<file path="src/rtl/home_auto_pkg.sv">
// Shared types and helpers for the home-automation appliance sequencer.
package home_auto_pkg;

    // Per-channel lifecycle: idle, waiting for budget, powered, cooling down.
    typedef enum logic [1:0] {
        ST_OFF  = 2'b00,
        ST_REQ  = 2'b01,
        ST_ON   = 2'b10,
        ST_COOL = 2'b11
    } appl_state_e;

    // Bits needed to hold values 0..max_value (always at least 1).
    function automatic int width_for(input int max_value);
        int w;
        w = 1;
        while ((1 << w) <= max_value) begin
            w++;
        end
        return w;
    endfunction

    function automatic int max2(input int a, input int b);
        return (a > b) ? a : b;
    endfunction

endpackage

</file>
<file path="src/rtl/appliance_channel_fsm.sv">
// One appliance channel: request / power / cooldown FSM with a shared
// down-counter enforcing minimum on-time and minimum off-time.
module appliance_channel_fsm
    import home_auto_pkg::*;
#(
    parameter int MIN_ON_CYC  = 4,
    parameter int MIN_OFF_CYC = 4
) (
    input  logic        clk,
    input  logic        rst,
    input  logic        cmd,
    input  logic        grant,
    output appl_state_e state,
    output logic        is_on,
    output logic        is_req,
    output logic        on_next
);

    localparam int TW = width_for(max2(MIN_ON_CYC, MIN_OFF_CYC));
    localparam logic [TW-1:0] ON_LOAD  = TW'(MIN_ON_CYC - 1);
    localparam logic [TW-1:0] OFF_LOAD = TW'(MIN_OFF_CYC - 1);

    logic [TW-1:0] timer;
    logic [TW-1:0] timer_next;
    appl_state_e   state_next;

    // Next-state and timer decisions; grant is only ever given while in REQ.
    always_comb begin
        state_next = state;
        timer_next = timer;
        case (state)
            ST_OFF: begin
                if (cmd) begin
                    state_next = ST_REQ;
                end
            end
            ST_REQ: begin
                if (grant) begin
                    state_next = ST_ON;
                    timer_next = ON_LOAD;
                end else if (!cmd) begin
                    state_next = ST_OFF;
                end
            end
            ST_ON: begin
                // Timer saturates at 0; a dropped cmd only takes effect once expired.
                if (timer != '0) begin
                    timer_next = timer - 1'b1;
                end else if (!cmd) begin
                    state_next = ST_COOL;
                    timer_next = OFF_LOAD;
                end
            end
            ST_COOL: begin
                // cmd is ignored until the cooldown has fully elapsed.
                if (timer != '0) begin
                    timer_next = timer - 1'b1;
                end else begin
                    state_next = cmd ? ST_REQ : ST_OFF;
                end
            end
            default: begin
                state_next = ST_OFF;
            end
        endcase
    end

    // The top-level popcount needs to know whether this channel is ON after the edge.
    assign on_next = (state_next == ST_ON);

    // State, timer and decoded status flags, all registered together.
    always_ff @(posedge clk or negedge rst) begin
        if (!rst) begin
            state  <= ST_OFF;
            timer  <= '0;
            is_on  <= 1'b0;
            is_req <= 1'b0;
        end else begin
            state  <= state_next;
            timer  <= timer_next;
            is_on  <= (state_next == ST_ON);
            is_req <= (state_next == ST_REQ);
        end
    end

endmodule

</file>
<file path="src/rtl/smart_appliances_sequencer.sv">
// Whole-house appliance sequencer: per-channel FSMs plus a round-robin
// arbiter that grants at most one waiting channel per cycle while the
// number of powered channels is below the power budget.
module smart_appliances_sequencer
    import home_auto_pkg::*;
#(
    parameter int NUM_APPL    = 5,
    parameter int MAX_ACTIVE  = 3,
    parameter int MIN_ON_CYC  = 4,
    parameter int MIN_OFF_CYC = 4
) (
    input  logic                            clk,
    input  logic                            rst,
    input  logic [NUM_APPL-1:0]             cmd,
    output logic [NUM_APPL-1:0]             status,
    output logic [NUM_APPL-1:0]             pending,
    output logic [$clog2(NUM_APPL+1)-1:0]   active_count
);

    localparam int CW = $clog2(NUM_APPL + 1);
    localparam int PW = width_for(NUM_APPL - 1);
    localparam logic [CW-1:0] BUDGET = CW'(MAX_ACTIVE);

    appl_state_e          chan_state [NUM_APPL];
    logic [NUM_APPL-1:0]  req_vec;
    logic [NUM_APPL-1:0]  on_next_vec;
    logic [NUM_APPL-1:0]  grant;
    logic                 grant_valid;
    logic [PW-1:0]        grant_idx;
    logic [PW-1:0]        rr_ptr;
    logic [CW-1:0]        count_next;

    genvar g;
    generate
        for (g = 0; g < NUM_APPL; g++) begin : gen_chan
            appliance_channel_fsm #(
                .MIN_ON_CYC  (MIN_ON_CYC),
                .MIN_OFF_CYC (MIN_OFF_CYC)
            ) u_chan (
                .clk     (clk),
                .rst     (rst),
                .cmd     (cmd[g]),
                .grant   (grant[g]),
                .state   (chan_state[g]),
                .is_on   (status[g]),
                .is_req  (pending[g]),
                .on_next (on_next_vec[g])
            );
            assign req_vec[g] = (chan_state[g] == ST_REQ);
        end
    endgenerate

    // Round-robin pick of the first REQ channel at or after rr_ptr, budget permitting.
    always_comb begin
        int idx;
        idx         = 0;
        grant_valid = 1'b0;
        grant_idx   = '0;
        grant       = '0;
        if (active_count < BUDGET) begin
            for (int i = 0; i < NUM_APPL; i++) begin
                idx = int'(rr_ptr) + i;
                if (idx >= NUM_APPL) begin
                    idx = idx - NUM_APPL;
                end
                if (!grant_valid && req_vec[idx]) begin
                    grant_valid = 1'b1;
                    grant_idx   = PW'(idx);
                end
            end
        end
        if (grant_valid) begin
            grant[grant_idx] = 1'b1;
        end
    end

    // Count of channels that will be ON after this edge.
    always_comb begin
        count_next = '0;
        for (int i = 0; i < NUM_APPL; i++) begin
            count_next = count_next + CW'(on_next_vec[i]);
        end
    end

    // Pointer moves just past the granted channel, wrapping at NUM_APPL.
    always_ff @(posedge clk or negedge rst) begin
        if (!rst) begin
            rr_ptr <= '0;
        end else if (grant_valid) begin
            rr_ptr <= (int'(grant_idx) == NUM_APPL - 1) ? '0 : grant_idx + 1'b1;
        end
    end

    // Active count registered alongside the channel states so it always matches status.
    always_ff @(posedge clk or negedge rst) begin
        if (!rst) begin
            active_count <= '0;
        end else begin
            active_count <= count_next;
        end
    end

endmodule
</file>
<file path="config.mk">
export PLATFORM = sky130hd
export DESIGN_NAME = smart_appliances_sequencer
export DESIGN_NICKNAME = d
export VERILOG_FILES = /design/src/rtl/home_auto_pkg.sv /design/src/rtl/appliance_channel_fsm.sv /design/src/rtl/smart_appliances_sequencer.sv
export SDC_FILE = /design/constraint.sdc
export NUM_CORES = 1
export LEC_CHECK = 0
export CAP_MARGIN = 10
export CORE_MARGIN = 5
export CORE_UTILIZATION = 61
export CTS_CLUSTER_SIZE = 20
export DETAILED_ROUTE_END_ITERATION = 12
export MAX_ROUTING_LAYER = met4
export PLACE_DENSITY = 0.9
export SLEW_MARGIN = 40
export SYNTH_ARGS = -nofsm -noshare
export SYNTH_HDL_FRONTEND = slang
export SYNTH_HIERARCHICAL = 1
export SYNTH_SLANG_ARGS = --single-unit
</file>
<file path="constraint.sdc">
create_clock -name clk -period 5.7 [get_ports clk]
set_input_delay 0.855 -clock clk [delete_from_list [all_inputs] [get_ports clk]]
set_output_delay 0.855 -clock clk [all_outputs]
set_load 0.01 [all_outputs]
</file>
# After elaboration in Yosys (flattened, before gate mapping)
# Cells that the tools add are included.
[op_classes] n_eq_ne=41 muxes=110 n_lt_le_gt_ge=13 addsub=19 reduce_logical=29
[op_table] cell="32-bit 2-to-1 mux" n=10
[op_table] cell="32-bit by 5-bit < comparator with 1-bit output (second input constant)" n=5
[op_table] cell="3-bit 2-to-1 mux" n=27
[op_table] cell="2-bit 2-to-1 mux" n=30
[op_table] cell="3-bit case mux with 3 select lines" n=5
[op_table] cell="2-bit case mux with 4 select lines" n=5
[op_table] cell="2-bit == test (second input constant)" n=15
[op_table] cell="3-bit nonzero test" n=10
[op_table] cell="1-bit 2-to-1 mux" n=26
[op_table] cell="2-bit by 1-bit == test with 1-bit output (second input constant)" n=10
[op_table] cell="2-bit by 1-bit inequality test with 1-bit output (second input constant)" n=10
[op_table] cell="4-bit AND reduction" n=5
[op_table] cell="4-bit by 3-bit subtractor with 5-bit output (second input constant)" n=4
[op_table] cell="4-bit by 3-bit greater-or-equal comparator with 1-bit output (second input constant)" n=4
[op_table] cell="1-bit binary-select mux with 3-bit select" n=5
[op_table] cell="3-bit by 2-bit inequality test with 1-bit output (second input constant)" n=5
[op_table] cell="3-bit by 1-bit subtractor with 3-bit output (second input constant)" n=5
[op_table] cell="2-bit logical NOT" n=5
[op_table] cell="3-bit by 2-bit adder with 4-bit output (second input constant)" n=2
[op_table] cell="3-bit by 1-bit adder with 3-bit output" n=2
[op_table] cell="1-bit logical AND" n=5
[op_table] cell="5-bit 2-to-1 mux" n=1
[op_table] cell="3-bit by 1-bit adder with 4-bit output (second input constant)" n=1
[op_table] cell="3-bit by 3-bit adder with 4-bit output (second input constant)" n=1
[op_table] cell="other kinds (11)" n=14
[word_totals] elab_cells=234 inputBits=7 ff_bits=41

# Depth between registers and ports, before layout
# Gate-level depths: netlist of the first run.
[depth] ltp_word=36 depth_mapped=21

# By module
# Netlist of the first run, hierarchy kept.
[by_module_without_submodules] module="appliance_channel_fsm" cells_per_inst=36 n_inst=5 area_per_inst_um2=399.1
[by_module_without_submodules] module="smart_appliances_sequencer" cells_per_inst=202 n_inst=1 area_per_inst_um2=1667.8

# Worst setup path before layout of the first run
# OpenSTA, ideal clock, no wires.
[synth_path] path_type="reg-to-reg" start="register rr_ptr[0]" end="register active_count[1]" setup_slack_ns=1.059 stages_incl_launch_ff=22 required_ns=5.574 synth_period_minus_slack_ns=4.641 arrival_ns=4.516 n_path_buf=3 cell_sequence="dfrtp_1 > buf_6 > buf_6 > inv_2 > ha_1 > inv_1 > ha_1 > clkbuf_1 > o31ai_1 > a22o_2 > mux2i_1 > o21ai_0 > a21oi_1 > and2_4 > nor3_2 > a211o_4 > nor3b_2 > nand3b_4 > nand2_1 > fa_1 > fa_1 > ha_1"
[synth_between] elab_chain_cells=36 elab_cells_between_ends=88
[synth_lines] element="start, declared" line_no="smart_appliances_sequencer.sv:30" text="logic [PW-1:0] rr_ptr;"
[synth_lines] element="start signal, assigned" line_no="smart_appliances_sequencer.sv:90" text="rr_ptr <= (int'(grant_idx) == NUM_APPL - 1) ? '0 : grant_idx + 1'b1;"
[synth_lines] element="parallel branches: the longest is 28 deep, another holds 4-bit by 3-bit subtractor with 5-bit output"
[synth_lines] element="5-bit 2-to-1 mux *" line_no="smart_appliances_sequencer.sv:72" text="if (grant_valid) begin"
[synth_lines] element="named net grant[0]" line_no="smart_appliances_sequencer.sv:27" text="logic [NUM_APPL-1:0] grant;"
[synth_lines] element="2-bit 2-to-1 mux *" line_no="appliance_channel_fsm.sv:38" text="if (grant) begin"
[synth_lines] element="2-bit case mux with 4 select lines *" line_no="appliance_channel_fsm.sv:31" text="case (state)"
[synth_lines] element="2-bit == test *" line_no="appliance_channel_fsm.sv:69" text="assign on_next = (state_next == ST_ON);"
[synth_lines] element="named net on_next_vec[0]" line_no="smart_appliances_sequencer.sv:26" text="logic [NUM_APPL-1:0] on_next_vec;"
[synth_lines] element="1-bit by 1-bit adder with 2-bit output *" line_no="smart_appliances_sequencer.sv:81" text="count_next = count_next + CW'(on_next_vec[i]);"
[synth_lines] element="2-bit by 1-bit adder with 3-bit output *" line_no="smart_appliances_sequencer.sv:81"
[synth_lines] element="3-bit by 1-bit adder with 3-bit output * (2 in a row)" line_no="smart_appliances_sequencer.sv:81"
[synth_lines] element="named net count_next[1]" line_no="smart_appliances_sequencer.sv:31" text="logic [CW-1:0] count_next;"
[synth_lines] element="end signal, assigned" line_no="smart_appliances_sequencer.sv:99" text="active_count <= count_next;"
[synth_lines] element="end, declared" line_no="smart_appliances_sequencer.sv:17" text="output logic [$clog2(NUM_APPL+1)-1:0] active_count"
# Mark *: on every way through the listed nets, which the timed path passes. The select of a mux whose other input is x is not followed.
# A chain may end at the register's enable or synchronous reset.

# Worst setup path after layout of the first run
[layout_path] start="register rr_ptr[1]" end="register active_count[1]"
# The elaborated chain is that of the path after synthesis.

==> run summary, run 1 <==
The relative slew slack is 60.3%. The critical path in this run is classified as flop to flop. The count of boundary I/O pins was 20; the number of synthesis warnings was 6. The netlist uses 78 different library cells.

After detailed routing, the met2 layer carries 4310 um of wire. Using the TritonRoute via totals, the vias-per-cell ratio works out to 6.39. The first global-routing pass estimated 14500 um of wire. Cell taking the most area after synthesis: dfrtp_1. For the worst setup path, the data arrival time is 5.42 ns. The detailed-routed wire length on met3 was 376 um.

Yosys instantiated no cell more often than dfrtp_1. The initial antenna violation count is 0, and the number of DRC markers in iteration 0 is 215. For this run, the register share of the synthesized area comes to 28.0%.

The count of state elements after synthesis came out at 41. After clock tree synthesis, the setup repair step added 0 buffers. The congestion estimate from routability-driven global placement came to 1.02. The transition time at the pin with the least slew margin is 0.594 ns. Type of the tightest min-delay check: primary input to asynchronous set/reset pin. The clock latency on the worst-skew pair came out at 0.29 ns. The proportion of netlist area held by the largest area contributor is 28.0%.

The average wire per standard cell is 17.7 um, and the pin count of the biggest net entering global routing is 42. The logs give 7660 um^2 for the floorplan die area and 5.88 ns for the required time of the worst setup path. Across the run, the number of max-cap violations was 0. After detailed routing, the total wire length is 8440 um. Summed over all nets, the half-perimeter wirelength after detailed placement is 6210 um. Root buffer cell: clkbuf_8. The number of global-route vias before repair came out at 3137. The run finished with clean final reports.

Subtracting the final worst setup slack from the clock period gives 5.24 ns. The number of antenna diodes in the final layout is 0. In the synthesized netlist the async set-or-reset flop fraction comes to 100%.

The average size of a mapped cell is 9.59 um^2. TritonCTS built the clock tree. Setup repair after global routing left no endpoint under its margin. After synthesis, the most frequently instantiated cells are dfrtp_1, nand2_1, ha_1, inv_1, nor2_1. Yosys mapped a number of flops with a built-in enable equal to 0. Layout filler cell count: 442.

The routed length on met1 is 3470 um, and the number of hold violations in the final report is 0. The net count of the mapped netlist is 421, and the post-synthesis cell area is 3660 um^2. The number of clock buffers added by TritonCTS is 5.

The tools report the overall overflow remaining after global route as 0. The maximum number of buffers from clock root to sink came out at 2. The final critical-path share of the clock period works out to 92.0%. The number of buffers inserted for hold repair after clock tree synthesis was 0. For this run, the total global-route usage over all layers was measured as 24.5%. The number of max-slew violations in the final report is 0, and the maximum level of the CTS H-tree is 2. In this run the core area contains 28 standard-cell rows.

The number of gates resized after CTS was 0. Before antenna repair, the detailed router went through 4 iterations. Setup total negative slack on the finished layout was measured at 0 ns. Final setup violation count: 0.

Of all nets on the critical path, the largest fanout is 16. The logs give 440 for the final net count and 5890 um^2 for the placeable core region. Between clock sinks in the finished design, the worst skew comes to 0.00814 ns. The number of cells produced by synthesis was 382; the DRC violation count after routing was 0. Clock-pin slew was measured on the worst setup and hold paths at 0.08 ns. From synthesis to final layout, the design area changed by 9.73%.

From bottom edge to top edge, the die measures 87.5 um. Summing all flip-flop and latch instances after layout gives 1030 um^2. In the final layout, the share of cells above drive strength 1 is 14.2%.

The highest layer touched by signal routing is met4. For this configuration, the core starts out at a cell density of 62.2%. For this run, the leading register cell type out of synthesis is dfrtp_1. The number of input and output port buffers inserted was 19; the die width was 87.5 um.

After synthesis, the cell types taking the most area are dfrtp_1, ha_1, nand2_1. The number of clock sinks came out at 41. The run gives 0 as the number of antenna-violating nets in the routed design. The worst setup path is launched from a flop. STA classifies the critical path endpoint as a flop.

The top achievable clock speed is 0.191 GHz, and the combined area of the multi-input logic cells is 2450 um^2. The count of vias placed by the detailed router is 3048.
-- logic make-up after synthesis --
kind of cell    after synthesis  synth area share [%]
compound gates              103                  23.1
xor+xnor                      5                  1.40
fa+ha+maj                    32                  11.3
buf+inv                      41                  5.12
flops                        41                  28.0
mux                           6                  2.36
simple gates                154                  28.7
-- final cells by class --
type / count / share of cell area (%)
repair buffers: 23 / 5.42
clock inverters: 2 / 0.934
multi-input cells: 300 / 60.9
well taps: 75 / 2.33
inverters: 30 / 2.80
flip-flops and latches: 41 / 25.5
clock buffers: 6 / 2.05
-- per-layer routing --
metal / GRT usage, % / vias up
met2: 40.3 / 88
li1: - / 1442
met5: - / -
met3: 3.88 / 28
met1: 29.4 / 1490
met4: 11.3 / 0
-- cell usage in the layout, fill, tap and decap left out, drive strengths merged, types with 4 or more instances in the layout --
master and n:
a31oi 9, o211a 5, and2 10, nand3 6
dfrtp 41, inv 30, xnor2 4, nand3b 16
o21ai 13, a21bo 6, clkdlybuf4s50 18, a21o 9
nor2 25, a22o 8, a211o 4, a32o 6
clkbuf 6, nor3 8, a21oi 10, nand2b 12
a211oi 4, a32oi 6, o31ai 4, buf 5
nand2 35, nor2b 18, nor4bb 5, ha 30
-- final timing paths --
check | cells past startpoint | slack [ns] | to | from
max in group asynchronous | 1 | 4.82 | gen_chan[2].u_chan/state[0] | rst
min in group clk | 2 | 0.55 | gen_chan[3].u_chan/timer[0] | gen_chan[3].u_chan/timer[0]
setup reg to reg | 16 | 0.46 | active_count[1] | rr_ptr[1]
hold / removal | 1 | 0.52 | gen_chan[3].u_chan/timer[1] | rst
hold reg to reg | 2 | 0.55 | gen_chan[3].u_chan/timer[0] | gen_chan[3].u_chan/timer[0]
setup / recovery | 16 | 0.46 | active_count[1] | rr_ptr[1]
-- flip-flops by register name (all words and copies together) (netlist names) --
| signal | count |
|---|---|
| gen_chan.u_chan/state | 10 |
| rr_ptr | 3 |
| gen_chan.u_chan/is_req | 5 |
| gen_chan.u_chan/is_on | 5 |
| gen_chan.u_chan/timer | 15 |
| active_count | 3 |
-- through the flow --
step	hold WS [ns]	cells	setup slack, ns	instance area [um^2]	util, %
2_1_floorplan	0.498	382	1.06	3660	-
3_3_place_gp	0.508	469	0.748	3900	66.2
3_5_place_dp	0.520	469	0.519	3900	66.3
4_1_cts	0.540	477	0.480	4020	68.3
5_1_grt	0.556	477	0.125	4020	68.3
6_report	0.523	477	0.458	4020	68.3
-- worst max-delay path, stage by stage (launching register included) --
cell,delay [ns]
dfrtp_1,0.68
inv_2,0.22
ha_1,0.53
nand2b_1,0.29
o32a_1,0.35
a211oi_1,0.29
nand3b_2,0.24
mux2_2,0.35
o2bb2ai_1,0.14
o21ai_2,0.20
nand2_1,0.12
nor3b_2,0.31
nand3b_4,0.13
nand2_1,0.13
fa_1,0.42
fa_1,0.42
ha_1,0.31
Power of run 1 is left out: the tool's default activity adds up to more than one toggle a clock period on the data nets, which glitch-free logic cannot reach.
==> run 2: changes to the inputs <==
SLEW_MARGIN = default   (was 40)
==> run summary, run 2 (synthesis gave the netlist of run 1 again) <==
The number of global-route vias before repair was 3119. For the number of resized instances in the post-cts repair step, the log shows 0. Traced cell by cell, the critical path runs through inv_2 -> ha_1 -> nand2b_1 -> o32a_1 -> a211oi_1 -> nand3b_2 -> mux2_2 -> o2bb2ai_1 -> o21ai_2 -> nand2_1 -> nor3b_2 -> nand3b_4 -> nand2_1 -> fa_1 -> fa_1 -> ha_1. Maximum level of the CTS H-tree: 2. Setup repair after global routing left no endpoint under its margin. In the routed design, unresolved DRC markers number 0. Before CTS, the worst setup slack after placement is 0.543 ns. The tools report the maximum number of buffers from clock root to sink as 2.

The starting utilization of the core area came out at 62.2%. The fraction of final layout cells sized beyond drive strength 1 is 14.0%. STA classifies the critical path endpoint as a flop. The number of hold violations in the final report is 0. The tools report the buffer count from post-CTS setup fixing as 0.

After layout, the worst path uses 91.2% of the clock period. The layout filler cell count was 446; the clock period minus final worst setup slack was 5.20 ns. Wires add up to 8380 um. The number of DRC markers in iteration 0 came out at 146. Once detailed placement completed, the half-perimeter wirelength came to 6210 um. Global routing used 24.3% of the available tracks. Hold timing on the final database bottoms out at a slack of 0.549 ns. After layout, the worst setup slack is 0.503 ns.

Grouping stages by cell kind, the critical path spends the most delay in adder cells. The most common cell after layout, fill and taps aside was dfrtp_1. The number of max-slew violations in the final report was 0; the number of buffer and inverter stages on the critical path was 1. The flow ran to the end, and the final reports show no timing, DRC or antenna violations. Measured against its own limit, the worst slew margin works out to 39.6%. The top register by number of flip-flops was gen_chan.u_chan/timer.

The first global-routing pass estimated 14400 um of wire. The register with the most flip-flops in the layout has 15 of them. Global routing finished with a remaining overflow of 0.

At the end of routability-driven placement, the weighted congestion stood at 1.02. The critical path startpoint category is a flop. The largest registers in the layout are gen_chan.u_chan/timer: 15 flops, gen_chan.u_chan/state: 10 flops.

The run gives 469 as the cell total after placement. The tree is rooted in a clkbuf_8. The data arrival at the endpoint of the critical path came out at 5.38 ns.

For the top achievable clock speed, the log shows 0.192 GHz. The tree built by TritonCTS fans out to 41 sinks. After clock tree synthesis, the flow added hold-fix buffers numbering 0.

For the floorplan die area, the log shows 7660 um^2. The TritonCTS buffer count is 5. The number of maximum-capacitance constraint violations is 0, and the row count is 28. The layout overhead on the synthesized area came out at 9.22%. In this design, the stage delay of the slowest critical-path cell is 0.67 ns. The initial antenna violation count was 0.

The transition time at the pin with the least slew margin works out to 0.906 ns. The number of input and output port buffers inserted is 19, and the final net count is 440. On the final layout, the worst clock skew is 0.0152 ns. The slowest stage of the critical path belongs to the cell dfrtp_1. Setup violations remaining at the end of the flow were counted as 0. The logs give 3060 for the count of vias placed by the detailed router and 0 for the number of antenna-violating nets in the routed design. The top cell types in the final layout, fill and taps aside, are dfrtp_1, nand2_1, ha_1. Entering global routing, the biggest net connects 42 pins. In this run the horizontal extent of the chip is 87.5 um. The placeable core region is 5890 um^2. The number of optimization iterations in the first detailed-route pass was 4. Setup total negative slack on the finished layout was measured at 0 ns.

0 antenna diodes ended up in the layout. The min-delay analysis places its worst path in the category flop to flop. The maximum net fanout on the critical path is 16.

The clock latency on the worst-skew pair is 0.30 ns, and the average wire per standard cell is 17.6 um. The logs give 476 for the final instance count without filler cells and 20 for the count of boundary I/O pins. In the routed layout, each cell is associated on average with a via count of 6.43. The required time of the worst setup path is 5.88 ns, and the clock-pin slew of the registers on the worst-case setup and hold paths is 0.08 ns. TritonCTS built the clock tree. By startpoint and endpoint, the worst setup path is classified as flop to flop. The vertical die dimension is 87.5 um.
==> run 2: metal layers <==
metal | GRT usage (%) | share of wire [%] | routed length, um
met1 | 29.5 | 42 | 3510
met2 | 39.3 | 49 | 4150
met3 | 4.26 | 4.5 | 376
met4 | 11.3 | 4.2 | 350
met5 | - | 0 | 0
==> run 2: worst paths after layout <==
check / endpoint / cells past startpoint / startpoint / slack, ns
max reg2reg: active_count[1] / 16 / rr_ptr[1] / 0.50
max in group asynchronous: gen_chan[1].u_chan/state[1] / 1 / rst / 4.43
max: active_count[1] / 16 / rr_ptr[1] / 0.50
min in group asynchronous: rr_ptr[0] / 1 / rst / 0.68
min reg2reg: gen_chan[4].u_chan/timer[0] / 2 / gen_chan[4].u_chan/timer[0] / 0.55
min: gen_chan[4].u_chan/timer[0] / 2 / gen_chan[4].u_chan/timer[0] / 0.55
==> run 2: layout make-up <==
cell class | count | area (um^2) | share of cell area [%]
Multi-Input combinational cell | 300 | 2450 | 61.2
Sequential cell | 41 | 1030 | 25.6
Timing Repair Buffer | 23 | 215 | 5.38
Inverter | 30 | 113 | 2.81
Tap cell | 75 | 93.8 | 2.35
Clock buffer | 5 | 68.8 | 1.72
Clock inverter | 2 | 35.0 | 0.876
==> run 2: worst min-delay path: cells and delay by family, from the launching register on <==
kind             cells  cell delay (ns)
flip-flops           1             0.35
AO/OA/AOI/OAI        1             0.04
AND/OR/NAND/NOR      1             0.12
==> run 2: stage by stage <==
| stage | util (%) | instance area, um^2 |
|---|---|---|
| after floorplan | - | 3660 |
| after detailed placement | 66.2 | 3900 |
| after global placement | 66.2 | 3900 |
| final | 68.0 | 4000 |
| after CTS | 68.0 | 4000 |
| after global routing | 68.0 | 4000 |
Power of run 2 is left out for the same reason.
==> run 3: changes to the inputs <==
CORE_UTILIZATION = 46   (was 61)
PLACE_DENSITY = 0.75   (was 0.9)
SLEW_MARGIN = 20   (was default)
clock period = 4.57 ns   (was 5.7 ns; I/O delays follow)
==> run summary, run 3 (synthesis gave the netlist of run 1 again) <==
Type of the setup path with the least slack: flop to flop. The final net count came out at 469. The register with the most flip-flops in the layout has 15 of them.

Average wire per standard cell: 16.1 um. Startpoint of the worst register-to-register path: rr_ptr[1]. The run gives 42 as the pin count of the biggest net entering global routing. The die covers 9850 um^2. The number of clock sinks is 41, and the final antenna diode count is 0. For this block, the via count after detailed routing is 3069. The later pin in the worst-skew pair is clocked with a latency of 0.30 ns. STA classifies the critical path startpoint as a flop. The relative slew slack was 39.3%. Maximum net fanout on the critical path: 14. For this run, the slowest stage of the critical path takes 0.48 ns. Clock period minus final worst setup slack: 4.48 ns. The tools report the required time of the worst setup path as 4.75 ns. For this run, the top clock speed supported by timing is 0.223 GHz. Port buffering added 19 buffers.

The initialized floorplan defines 32 standard-cell rows. Clock tree synthesis inserted a total of 5 buffers. At the pin with the least slew margin, the transition time is 0.911 ns. The root buffer cell was clkbuf_8. The wire length of the first global-routing pass was 14200 um.

Excluding fillers, the count of instances in the completed layout stands at 533. Setup violations remaining at the end of the flow were counted as 0. For the number of antenna-violating nets in the routed design, the log shows 0.

The number of global-route vias before repair was 2993. The top register by number of flip-flops was gen_chan.u_chan/timer. The initial antenna violation count was 0; the number of optimization iterations in the first detailed-route pass was 4. The overall global routing resource usage was 17.9%. Leaving out fill and tap cells, the most frequent cell in the layout is dfrtp_1. In this run the standard cell core region covers 7730 um^2.

After global routing the overflow that remains totals 0. Reg-to-reg setup timing slack: 0.09 ns. The vertical die dimension is 99.2 um, and the number of buffers inserted for hold repair after clock tree synthesis is 0. TritonCTS built the clock tree. The final critical path takes up 98.0% of the cycle. The signal on the critical path passes through buf_4 -> ha_1 -> buf_4 -> a211o_1 -> a22o_2 -> mux2i_1 -> o211ai_1 -> nand4b_1 -> a21boi_2 -> nor3_2 -> a211o_4 -> and2_4 -> nand3b_4 -> nand2_2 -> fa_1 -> fa_1 -> ha_1. The number of max-slew violations in the final report is 0.

The worst setup path is captured at a flop. Once layout is done, the placed cells without fillers occupy 4340 um^2. The number of hold violations in the final report was 0; the die width was 99.2 um.

Among cell families on the critical path, the largest total delay comes from compound AO/OA/AOI/OAI gates. Counting both buffers and inverters, the worst setup path holds a total of 2. Once the floorplan was initialized, standard cells occupied 47.4% of the core.

The total negative slack for setup checks came out at 0 ns. The clock-pin slew of the registers on the worst-case setup and hold paths is 0.08 ns, and the maximum number of buffers from clock root to sink is 2. Between clock sinks in the finished design, the worst skew comes to 0.00496 ns. The logs give 20 for the count of boundary I/O pins and 6480 um for the estimated wirelength of the detail-placed design. The number of maximum-capacitance constraint violations came out at 0.

For the worst flop-to-flop path, the logic depth is 17. The fraction of final layout cells sized beyond drive strength 1 is 23.2%, and the number of DRC markers in iteration 0 is 147. In the routed design, unresolved DRC markers number 0. In this run the cell area measured after placement is 4140 um^2. In this run the worst hold path is classified as primary input to asynchronous set/reset pin. The flow ran to the end, and the final reports show no timing, DRC or antenna violations. The layout overhead on the synthesized area came out at 18.6%. The largest registers in the layout are gen_chan.u_chan/timer: 15 flops, gen_chan.u_chan/state: 10 flops.

The worst flop-to-flop path endpoint is active_count[1]. The largest individual stage delay along the critical path comes from the cell fa_1. For this block, the routed nets add up to 8570 um of wire. The data arrival at the endpoint of the critical path is 4.66 ns, and the maximum level of the CTS H-tree is 2.

The final core area utilization is 56.2%, and the cell total after placement is 522. Leaving out fill and tap cells, the most frequent cells in the layout are dfrtp_1, nand2_1, buf_4. After detailed routing, the number of vias per cell comes to 5.76. Routability-driven placement finished with a final weighted congestion of 0.990.
==> run 3: changes by cell type in the layout (fill, tap and decap cells not counted), sizes merged <==
| cell | previous run | this run |
|---|---|---|
| buf | 5 | 34 |
| clkbuf | 5 | 6 |
==> run 3: repair_timing <==
| item | CTS | global route |
|---|---|---|
| pin swaps | 0 | 5 |
| gates resized for setup | 2 | 15 |
| setup endpoints to repair | 1 | 3 |
| cloned | 0 | 0 |
| setup buffers | 0 | 3 |
==> run 3: worst max-delay path by stage <==
stage / from / to / depth (start not counted)
after global routing: rr_ptr[0] / active_count[1] / 17
after global placement: rr_ptr[0] / active_count[1] / 19
after CTS: rr_ptr[0] / active_count[1] / 19
final: rr_ptr[1] / active_count[1] / 17
after floorplan: rr_ptr[1] / active_count[1] / 20
after detailed placement: rr_ptr[0] / active_count[1] / 18
==> run 3: cell type report <==
type / count / area, um^2
fill: 664 / 3380
multi-input combinational: 300 / 2520
sequential: 41 / 1030
timing repair buffer: 52 / 445
tap: 102 / 128
inverter: 30 / 115
clock buffer: 6 / 72.6
clock inverter: 2 / 38.8
==> run 3: per-layer routing <==
layer	global-route usage (%)	vias up	wire, um
met5	-	-	0
met4	4.62	0	125
met3	1.89	13	248
met2	30.8	56	4420
met1	22.6	1501	3770
li1	-	1499	-
==> run 3: stage by stage <==
| step | worst slack, ns | hold slack, ns |
|---|---|---|
| after global placement | 0.122 | 0.506 |
| after detailed placement | -0.0225 | 0.520 |
| after global routing | -0.0479 | 0.565 |
| after CTS | 0.0148 | 0.538 |
| final | 0.0893 | 0.515 |
| after floorplan | 0.00904 | 0.390 |
==> run 3: worst register-to-register path: cells and delay by family, from the launching register on <==
family,cells,cell delay [ns]
AOI/OAI and AO/OA,5,1.44
adders and majority gates,4,1.42
and+or+nand+nor,5,0.60
DFF,1,0.39
buffers and inverters,2,0.37
muxes,1,0.13
Power of run 3 is left out for the same reason.
